[src/rtl/pic_bus_master.sv]
// Bus master for an 8259-style interrupt controller: ICW init sequences, OCW writes
// and IRR/ISR/IMR reads, run as a short list of strobed bus cycles.
module pic_bus_master #(
    parameter int WR_WIDTH = 2,
    parameter int RD_WIDTH = 2,
    parameter int RECOVERY = 2
) (
    input  logic       clk,
    input  logic       rst,
    input  logic       init_start,
    input  logic [7:0] icw1,
    input  logic [7:0] icw2,
    input  logic [7:0] icw3,
    input  logic [7:0] icw4,
    input  logic       ocw_req,
    input  logic [1:0] ocw_sel,
    input  logic [7:0] ocw_data,
    input  logic       rd_req,
    input  logic [1:0] rd_sel,
    output logic       CS_n,
    output logic       WR_n,
    output logic       RD_n,
    output logic       A0,
    output logic [7:0] cpu_data_out,
    output logic       cpu_data_oe,
    input  logic [7:0] cpu_data_in,
    output logic       busy,
    output logic       initialized,
    output logic       init_done,
    output logic       ocw_done,
    output logic       rd_valid,
    output logic       err,
    output logic [7:0] rd_data
);

    typedef enum logic [2:0] {
        IDLE, W_SETUP, W_STROBE, W_HOLD, R_SETUP, R_STROBE, R_HOLD, RECOVER
    } state_t;

    typedef enum logic [1:0] {K_INIT, K_OCW, K_READ} kind_t;

    state_t          state_r, state_s;
    kind_t           kind_r, kind_s;
    logic [7:0]      cnt_r, cnt_s;
    logic [1:0]      idx_r, idx_s;
    logic [1:0]      last_r, last_s;
    logic [3:0][7:0] op_data_r, op_data_s;
    logic [3:0]      op_a0_r, op_a0_s;
    logic [3:0]      op_rd_r, op_rd_s;
    logic            initialized_s;
    logic            cap_s;
    logic            init_done_s, ocw_done_s, rd_valid_s, err_s;
    logic            cs_n_s, wr_n_s, rd_n_s, oe_s, a0_s;
    logic [7:0]      dout_s;

    // Next-state, operation-list loading and pulse generation
    always_comb begin
        state_s       = state_r;
        kind_s        = kind_r;
        cnt_s         = cnt_r;
        idx_s         = idx_r;
        last_s        = last_r;
        op_data_s     = op_data_r;
        op_a0_s       = op_a0_r;
        op_rd_s       = op_rd_r;
        initialized_s = initialized;
        cap_s         = 1'b0;
        init_done_s   = 1'b0;
        ocw_done_s    = 1'b0;
        rd_valid_s    = 1'b0;
        err_s         = 1'b0;

        case (state_r)
            IDLE: begin
                idx_s = 2'd0;
                if (init_start) begin
                    // ICW3 and ICW4 are optional; slot 2 holds whichever comes first.
                    op_data_s     = {icw4, (icw1[1] ? icw4 : icw3), icw2, (icw1 | 8'h10)};
                    op_a0_s       = 4'b1110;
                    op_rd_s       = 4'b0000;
                    last_s        = 2'd1 + {1'b0, ~icw1[1]} + {1'b0, icw1[0]};
                    kind_s        = K_INIT;
                    initialized_s = 1'b0;
                    state_s       = W_SETUP;
                end else if (ocw_req) begin
                    if (!initialized || ocw_sel == 2'b11) begin
                        err_s = 1'b1;
                    end else begin
                        case (ocw_sel)
                            2'b00:   op_data_s[0] = ocw_data;
                            2'b01:   op_data_s[0] = ocw_data & 8'hE7;
                            default: op_data_s[0] = (ocw_data & 8'hE7) | 8'h08;
                        endcase
                        op_a0_s = {3'b000, (ocw_sel == 2'b00)};
                        op_rd_s = 4'b0000;
                        last_s  = 2'd0;
                        kind_s  = K_OCW;
                        state_s = W_SETUP;
                    end
                end else if (rd_req) begin
                    if (!initialized || rd_sel == 2'b11) begin
                        err_s = 1'b1;
                    end else if (rd_sel == 2'b10) begin
                        op_data_s = {8'h00, 8'h00, 8'h00, 8'h00};
                        op_a0_s   = 4'b0001;
                        op_rd_s   = 4'b0001;
                        last_s    = 2'd0;
                        kind_s    = K_READ;
                        state_s   = R_SETUP;
                    end else begin
                        // OCW3 read-register select, then the read itself
                        op_data_s = {8'h00, 8'h00, 8'h00, (rd_sel[0] ? 8'h0B : 8'h0A)};
                        op_a0_s   = 4'b0000;
                        op_rd_s   = 4'b0010;
                        last_s    = 2'd1;
                        kind_s    = K_READ;
                        state_s   = W_SETUP;
                    end
                end else begin
                    state_s = IDLE;
                end
            end
            W_SETUP: begin
                cnt_s   = 8'(WR_WIDTH - 1);
                state_s = W_STROBE;
            end
            W_STROBE: begin
                if (cnt_r == 8'd0) begin
                    state_s = W_HOLD;
                end else begin
                    cnt_s = cnt_r - 8'd1;
                end
            end
            W_HOLD: begin
                cnt_s   = 8'(RECOVERY - 1);
                state_s = RECOVER;
            end
            R_SETUP: begin
                cnt_s   = 8'(RD_WIDTH - 1);
                state_s = R_STROBE;
            end
            R_STROBE: begin
                if (cnt_r == 8'd0) begin
                    cap_s   = 1'b1;
                    state_s = R_HOLD;
                end else begin
                    cnt_s = cnt_r - 8'd1;
                end
            end
            R_HOLD: begin
                cnt_s   = 8'(RECOVERY - 1);
                state_s = RECOVER;
            end
            RECOVER: begin
                if (cnt_r != 8'd0) begin
                    cnt_s = cnt_r - 8'd1;
                end else if (idx_r == last_r) begin
                    state_s = IDLE;
                    case (kind_r)
                        K_INIT: begin
                            init_done_s   = 1'b1;
                            initialized_s = 1'b1;
                        end
                        K_OCW:   ocw_done_s = 1'b1;
                        K_READ:  rd_valid_s = 1'b1;
                        default: err_s      = 1'b0;
                    endcase
                end else begin
                    idx_s   = idx_r + 2'd1;
                    state_s = op_rd_r[idx_s] ? R_SETUP : W_SETUP;
                end
            end
            default: state_s = IDLE;
        endcase
    end

    // Bus pin values for the upcoming state, so the pins change with the state register
    always_comb begin
        cs_n_s = 1'b1;
        wr_n_s = 1'b1;
        rd_n_s = 1'b1;
        oe_s   = 1'b0;
        a0_s   = 1'b0;
        dout_s = 8'h00;
        case (state_s)
            W_SETUP, W_STROBE, W_HOLD: begin
                cs_n_s = 1'b0;
                oe_s   = 1'b1;
                a0_s   = op_a0_s[idx_s];
                dout_s = op_data_s[idx_s];
                wr_n_s = (state_s != W_STROBE);
            end
            R_SETUP, R_STROBE, R_HOLD: begin
                cs_n_s = 1'b0;
                a0_s   = op_a0_s[idx_s];
                rd_n_s = (state_s != R_STROBE);
            end
            default: cs_n_s = 1'b1;
        endcase
    end

    // State, operation list and registered outputs
    always_ff @(posedge clk) begin
        if (rst) begin
            state_r      <= IDLE;
            kind_r       <= K_INIT;
            cnt_r        <= 8'd0;
            idx_r        <= 2'd0;
            last_r       <= 2'd0;
            op_data_r    <= {8'h00, 8'h00, 8'h00, 8'h00};
            op_a0_r      <= 4'b0000;
            op_rd_r      <= 4'b0000;
            CS_n         <= 1'b1;
            WR_n         <= 1'b1;
            RD_n         <= 1'b1;
            A0           <= 1'b0;
            cpu_data_out <= 8'h00;
            cpu_data_oe  <= 1'b0;
            busy         <= 1'b0;
            initialized  <= 1'b0;
            init_done    <= 1'b0;
            ocw_done     <= 1'b0;
            rd_valid     <= 1'b0;
            err          <= 1'b0;
            rd_data      <= 8'h00;
        end else begin
            state_r      <= state_s;
            kind_r       <= kind_s;
            cnt_r        <= cnt_s;
            idx_r        <= idx_s;
            last_r       <= last_s;
            op_data_r    <= op_data_s;
            op_a0_r      <= op_a0_s;
            op_rd_r      <= op_rd_s;
            CS_n         <= cs_n_s;
            WR_n         <= wr_n_s;
            RD_n         <= rd_n_s;
            A0           <= a0_s;
            cpu_data_out <= dout_s;
            cpu_data_oe  <= oe_s;
            busy         <= (state_s != IDLE);
            initialized  <= initialized_s;
            init_done    <= init_done_s;
            ocw_done     <= ocw_done_s;
            rd_valid     <= rd_valid_s;
            err          <= err_s;
            rd_data      <= cap_s ? cpu_data_in : rd_data;
        end
    end

endmodule

[config.mk]
export PLATFORM = sky130hd
export DESIGN_NAME = pic_bus_master
export DESIGN_NICKNAME = d
export VERILOG_FILES = /design/src/rtl/pic_bus_master.sv
export SDC_FILE = /design/constraint.sdc
export NUM_CORES = 1
export LEC_CHECK = 0
export CAP_MARGIN = 20
export CORE_ASPECT_RATIO = 1.75
export CORE_MARGIN = 4
export CORE_UTILIZATION = 55
export CTS_CLUSTER_DIAMETER = 120
export DETAILED_ROUTE_END_ITERATION = 10
export GPL_ROUTABILITY_DRIVEN = 0
export PLACE_DENSITY_LB_ADDON = 0.1
export SYNTH_ARGS = -nofsm -noshare
export SYNTH_HDL_FRONTEND = slang
export SYNTH_SLANG_ARGS = --single-unit
[constraint.sdc]
create_clock -name clk -period 4.3 [get_ports clk]
set_input_delay 0.43 -clock clk [delete_from_list [all_inputs] [get_ports clk]]
set_output_delay 0.43 -clock clk [all_outputs]
set_load 0.01 [all_outputs]
==> metrics.cfg, run 1 <==
[run_status]
outcome=finished, final reports clean

[yosys]
ys_warn_count=0
synth-main-ff-cell=dfxtp_1
synth_edf_count=0
avgSynthCellArea_um2=8.90
syn_inst=436
synth.distinct_cells=67
synthesis.area_um2=3880
synth_seq_cells=82
synth-seq-area-share=0.423
synth_fp_nets=495
async_flop_share=0

[global_routing]
grt_overflow=0
grt_pass1_vias=3598
antenna_found_initial=0
grt_max_degree=52
grt_pass1_wl_um=17000
grtUsageTotal=0.252

[sta]
fin_crit_sh=0.669
maxSlewViolCount=0
fin_tns_setup_ns=0
holdWs_ns=0.433
min_period_ns=2.88
rsz0062_at_grt=no
finalSetupViolations=0
relSlewSlack=0.400
worst_pin_slew_ns=0.875
hold_viol_final=0
fmax_mhz=348
fin_skew_ns=0.00640

[critical_path]
r2r-end=cpu_data_out[4]
r2r_slack_ns=1.58
start_kind=primary input
reg2regPathDepth=7
end_kind=register
critPathCapture=cpu_data_out[4]
worst_ep_arrival_time_ns=3.14
startpoint=init_start
critical_path_class=primary input to register
critPathMaxFanout=19
crit-reg2reg-launch=state_r[0]
critPathRequiredTime_ns=4.56

[clock_network]
clk_latency_ns=0.34
cts.sinks=82
cts_buffer_depth=2
clk_pin_slew_worst_paths_ns=0.06
root_buffer=clkbuf_16
cts_hold_buf=0
cts_resized=0
post_cts_buffers=0
cts_tree=yes
cts_max_level=3
cts_buffers=9

[drt]
viasPerCell=5.90
drt-wirelength-per-cell_um=17.1
num_vias=3513
dr.pass1.iters=4
drc=0
antenna_left=0
drt_iter0_drc=212
drt_wl_total_um=10200

[final_layout]
layout_common_cells=dfxtp_1, clkdlybuf4s50_1, nor2_1
fill_cells=536
layout_commonest_cell=dfxtp_1
diodes=0
fin_nets=565
syn_to_final_growth_pct=28.5
drive_gt1_frac=0.102

[flow_run]
drv_cap=0

[hold_path]
hp-class=primary input to register
hold_depth=2

[die]
dieArea_um2=8520
core_um2=6860
start_util=0.566
io_pins=84
num_rows=40
die_w_um=71.5
die_h_um=119

[placement]
hpwl_um=7350
portBuffers=82

[pwr]
p_per_area_nw_per_um2=570
p_leak_uw=0.00197
ir_drop_uv=399

[area by class of cell]
class,count,area (um2),share of cell area
clock buffers,11,243,0.0487
clock inverters,5,36.3,0.00728
inverters,11,41.3,0.00828
multi-input cells,316,2070,0.416
flip-flops and latches,82,1640,0.329
well taps,84,105,0.0211
repair buffers,86,846,0.170
[registers in the layout (all words and copies together), names as in the netlist, 2 cells and up]
| name | cells |
|---|---|
| rd_data | 8 |
| op_data_r | 32 |
| idx_r | 2 |
| op_a0_r | 4 |
| cnt_r | 8 |
| kind_r | 2 |
| last_r | 2 |
| cpu_data_out | 8 |
| state_r | 3 |
| op_rd_r | 2 |
[logic make-up after synthesis]
kind of cell | count (synthesis) | share of synthesized area
AO/OA/AOI/OAI | 98 | 0.190
XOR/XNOR | 8 | 0.0200
adder cells (fa/ha/maj) | 2 | 0.00645
buffers and inverters | 38 | 0.0426
flip-flops | 82 | 0.423
multiplexers | 30 | 0.0848
AND/OR/NAND/NOR | 178 | 0.233
[per-stage QoR]
step	util	instances	cell area, um2	worst slack [ns]	total power (uW)
final	0.727	595	4990	1.42	2840
after global routing	0.727	595	4990	1.21	3010
after CTS	0.727	595	4990	1.45	2850
after detailed placement	0.687	579	4710	1.17	2130
after global placement	0.687	579	4710	1.19	2100
after floorplan	-	436	3880	2.18	1770
[how the worst min path moves through the flow]
stage | start | end | slack (ns)
after floorplan | op_a0_r[3] | op_a0_r[3] | 0.44
after global placement | op_a0_r[3] | op_a0_r[3] | 0.45
after detailed placement | op_a0_r[3] | op_a0_r[3] | 0.45
after CTS | rst | op_rd_r[1] | 0.43
after global routing | rst | busy | 0.47
final | rst | op_rd_r[1] | 0.43
[layer usage]
metal,part of all wire,global-route usage,up-vias
li1,-,-,1709
met5,0,0,-
met1,0.37,0.283,1666
met2,0.54,0.439,105
met4,0.042,0.131,0
met3,0.039,0.0507,33
[cell usage after synthesis, types with 3 or more instances]
cell type / instances / area [um2]
nor4_1: 4 / 25.0
a21o_1: 3 / 22.5
and2_1: 8 / 50.1
and3_1: 3 / 18.8
a221oi_1: 4 / 35.0
dfxtp_1: 82 / 1640
o22ai_1: 4 / 25.0
a22oi_1: 23 / 173
nand3_1: 11 / 55.1
mux2_2: 13 / 146
nand2b_1: 3 / 18.8
nor3_1: 5 / 25.0
o211ai_1: 5 / 37.5
a211o_1: 4 / 35.0
a31oi_1: 3 / 18.8
buf_2: 12 / 60.1
xor2_1: 7 / 61.3
a211oi_1: 4 / 30.0
nand3b_1: 7 / 52.6
mux2i_1: 16 / 160
or3_1: 3 / 18.8
inv_1: 11 / 41.3
o21ai_0: 3 / 15.0
a21oi_1: 22 / 110
and3b_1: 3 / 26.3
clkbuf_1: 13 / 48.8
nand2_1: 29 / 109
nor2_1: 75 / 282
nor2b_1: 7 / 43.8
[worst max-delay path, stage by stage]
cell and delay (ns):
clkdlybuf4s50_1 0.89, inv_1 0.29, nor2_1 0.41, buf_4 0.33, a22oi_1 0.14, and2_1 0.19, a211o_1 0.29, a21oi_1 0.16
[power breakdown]
part / switching [uW] / total [uW] / internal, uW
clock: 305 / 716 / 411
combinational: 627 / 1110 / 484
sequential: 99.5 / 1020 / 917
Note: power is estimated with default switching activity, not from simulation.
==> inputs of run 2 (changes only) <==
--- a/config.mk
+++ b/config.mk
@@ -8,7 +8,7 @@
 export CAP_MARGIN = 20
 export CORE_ASPECT_RATIO = 1.75
 export CORE_MARGIN = 4
-export CORE_UTILIZATION = 55
+export CORE_UTILIZATION = 46
 export CTS_CLUSTER_DIAMETER = 120
 export DETAILED_ROUTE_END_ITERATION = 10
 export GPL_ROUTABILITY_DRIVEN = 0
==> constraint.sdc (replaced) <==
create_clock -name clk -period 2.45 [get_ports clk]
set_input_delay 0.245 -clock clk [delete_from_list [all_inputs] [get_ports clk]]
set_output_delay 0.245 -clock clk [all_outputs]
set_load 0.01 [all_outputs]
==> run 2 against run 1 <==
Register-to-register slack worse by 1.4 ns; hold slack worse by 0.12 ns; flip-flop and latch count unchanged; cell area up 4.5%.
==> metrics.cfg, run 2 (same netlist as run 1, synthesis figures left out) <==
[hold_path]
hold_depth=2  ; unchanged
hp-class=primary input to register  ; unchanged

[clock_network]
root_buffer=clkbuf_16  ; unchanged
cts_hold_buf=0  ; unchanged
clk_latency_ns=0.34  ; about the same
cts.sinks=82  ; unchanged
clk_pin_slew_worst_paths_ns=0.06  ; about the same
post_cts_buffers=0  ; unchanged
cts_buffer_depth=2  ; unchanged
cts_max_level=3  ; unchanged
cts_buffers=9  ; unchanged
cts_resized=0  ; unchanged
cts_tree=yes  ; unchanged

[critical_path]
critical_path_class=register to register  ; was primary input to register
reg2regPathDepth=9  ; was 7
critPathRequiredTime_ns=2.71  ; was 4.56 ns
critPathMaxFanout=7  ; was 19
start_kind=register  ; was primary input
end_kind=register  ; unchanged
worst_ep_arrival_time_ns=2.57  ; was 3.14 ns

[pwr]
p_leak_uw=0.00210  ; was 0.00197 uW
ir_drop_uv=559  ; was 399 uV
p_per_area_nw_per_um2=992  ; was 570 nW/um2

[die]
die_w_um=77.4  ; was 71.5 um
num_rows=44  ; was 40
dieArea_um2=10000  ; was 8520 um2
die_h_um=130  ; was 119 um
core_um2=8260  ; was 6860 um2
start_util=0.470  ; was 0.566
io_pins=84  ; unchanged

[final_layout]
drive_gt1_frac=0.139  ; was 0.102
syn_to_final_growth_pct=34.3  ; was 28.5%
layout_commonest_cell=dfxtp_1  ; unchanged
multi_input_area_um2=2070  ; unchanged
fill_cells=723  ; was 536
fin_nets=588  ; was 565
fin_util=0.631  ; was 0.727
regMostFlops=op_data_r  ; unchanged
diodes=0  ; unchanged
layout_common_cells=dfxtp_1, clkdlybuf4s50_1, nor2_1  ; unchanged
largest_reg_flops=32  ; unchanged
seq_area_um2=1640  ; unchanged

[run_status]
outcome=finished, final reports clean  ; unchanged

[sta]
fmax_mhz=433
worst_pin_slew_ns=0.594  ; was 0.875 ns
maxSlewViolCount=0  ; unchanged
min_period_ns=2.31
hold_viol_final=0  ; unchanged
fin_skew_ns=0.00372  ; was 0.00640 ns
finalSetupViolations=0  ; unchanged
setup_ws_ns=0.142  ; was 1.42 ns
relSlewSlack=0.604  ; was 0.400
fin_crit_sh=0.942
fin_tns_setup_ns=0  ; unchanged

[placement]
dp_slack_ns=0.0381  ; was 1.17 ns
hpwl_um=7590  ; was 7350 um
portBuffers=82  ; unchanged

[drt]
viasPerCell=5.70  ; was 5.90
antenna_left=0  ; unchanged
drt_iter0_drc=291  ; was 212
num_vias=3568  ; was 3,513
drt-wirelength-per-cell_um=16.5  ; was 17.1 um
drc=0  ; unchanged
drt_wl_total_um=10300  ; was 10,200 um
dr.pass1.iters=4  ; unchanged

[global_routing]
grt_max_degree=46  ; was 52
grt_pass1_wl_um=16700  ; was 17,000 um
grt_pass1_vias=3404  ; was 3,598
grt_overflow=0  ; unchanged
grtUsageTotal=0.211  ; was 0.252
antenna_found_initial=0  ; unchanged

[flow_run]
drv_cap=0  ; unchanged

[run 2: path summary, 6_finish.rpt]
kind                                 start               to  slack (ns)
worst max-delay path              cnt_r[0]  cpu_data_out[5]        0.14
worst min-delay path                   rst       rd_data[7]        0.32
worst max register to register    cnt_r[0]  cpu_data_out[5]        0.14
worst min register to register  op_a0_r[3]       op_a0_r[3]        0.46
[run 2: worst max-delay path, cell delays in order, from the launching register on]
cell and delay, ns:
dfxtp_1 0.33, inv_1 0.06, ha_1 0.22, or3b_2 0.52, nor2_4 0.15, o31ai_1 0.09, a31oi_2 0.35, o211ai_1 0.16
buf_4 0.18, o22ai_1 0.17
[run 2: layout make-up]
type | count | area share
repair buffers | 109 | 0.200
clock inverters | 4 | 0.00984
inverters | 11 | 0.00792
flip-flops and latches | 82 | 0.315
multi-input cells | 316 | 0.398
well taps | 92 | 0.0221
clock buffers | 12 | 0.0473
[run 2: routing by layer]
layer | vias up | GRT usage | wire (um)
met4 | 0 | 0.0901 | 209
met2 | 104 | 0.382 | 5520
li1 | 1762 | - | -
met5 | - | 0 | 0
met1 | 1681 | 0.236 | 4140
met3 | 21 | 0.0487 | 473
[run 2: stage by stage]
step | instance area [um2] | std cells | total power (uW) | hold WS (ns)
6_report | 5210 | 626 | 5170 | 0.318
3_3_place_gp | 4900 | 608 | 3800 | 0.447
4_1_cts | 5200 | 624 | 5200 | 0.306
5_1_grt | 5210 | 626 | 5480 | 0.329
3_5_place_dp | 4900 | 608 | 3830 | 0.450
2_1_floorplan | 3880 | 436 | 3110 | 0.389
[run 2: where the power goes]
part / internal (uW) / switching [uW] / leakage [uW]
logic: 960 / 1090 / 0.00128
registers: 1610 / 162 / 0.000671
clock network: 818 / 533 / 0.000143
==> inputs of run 3 (changes only) <==
--- a/config.mk
+++ b/config.mk
@@ -13,6 +13,7 @@
 export DETAILED_ROUTE_END_ITERATION = 10
 export GPL_ROUTABILITY_DRIVEN = 0
 export PLACE_DENSITY_LB_ADDON = 0.1
+export SKIP_CTS_REPAIR_TIMING = 1
 export SYNTH_ARGS = -nofsm -noshare
 export SYNTH_HDL_FRONTEND = slang
 export SYNTH_SLANG_ARGS = --single-unit
==> results of run 3 <==
Final layout, timing and power as in run 2 (identical DEF).
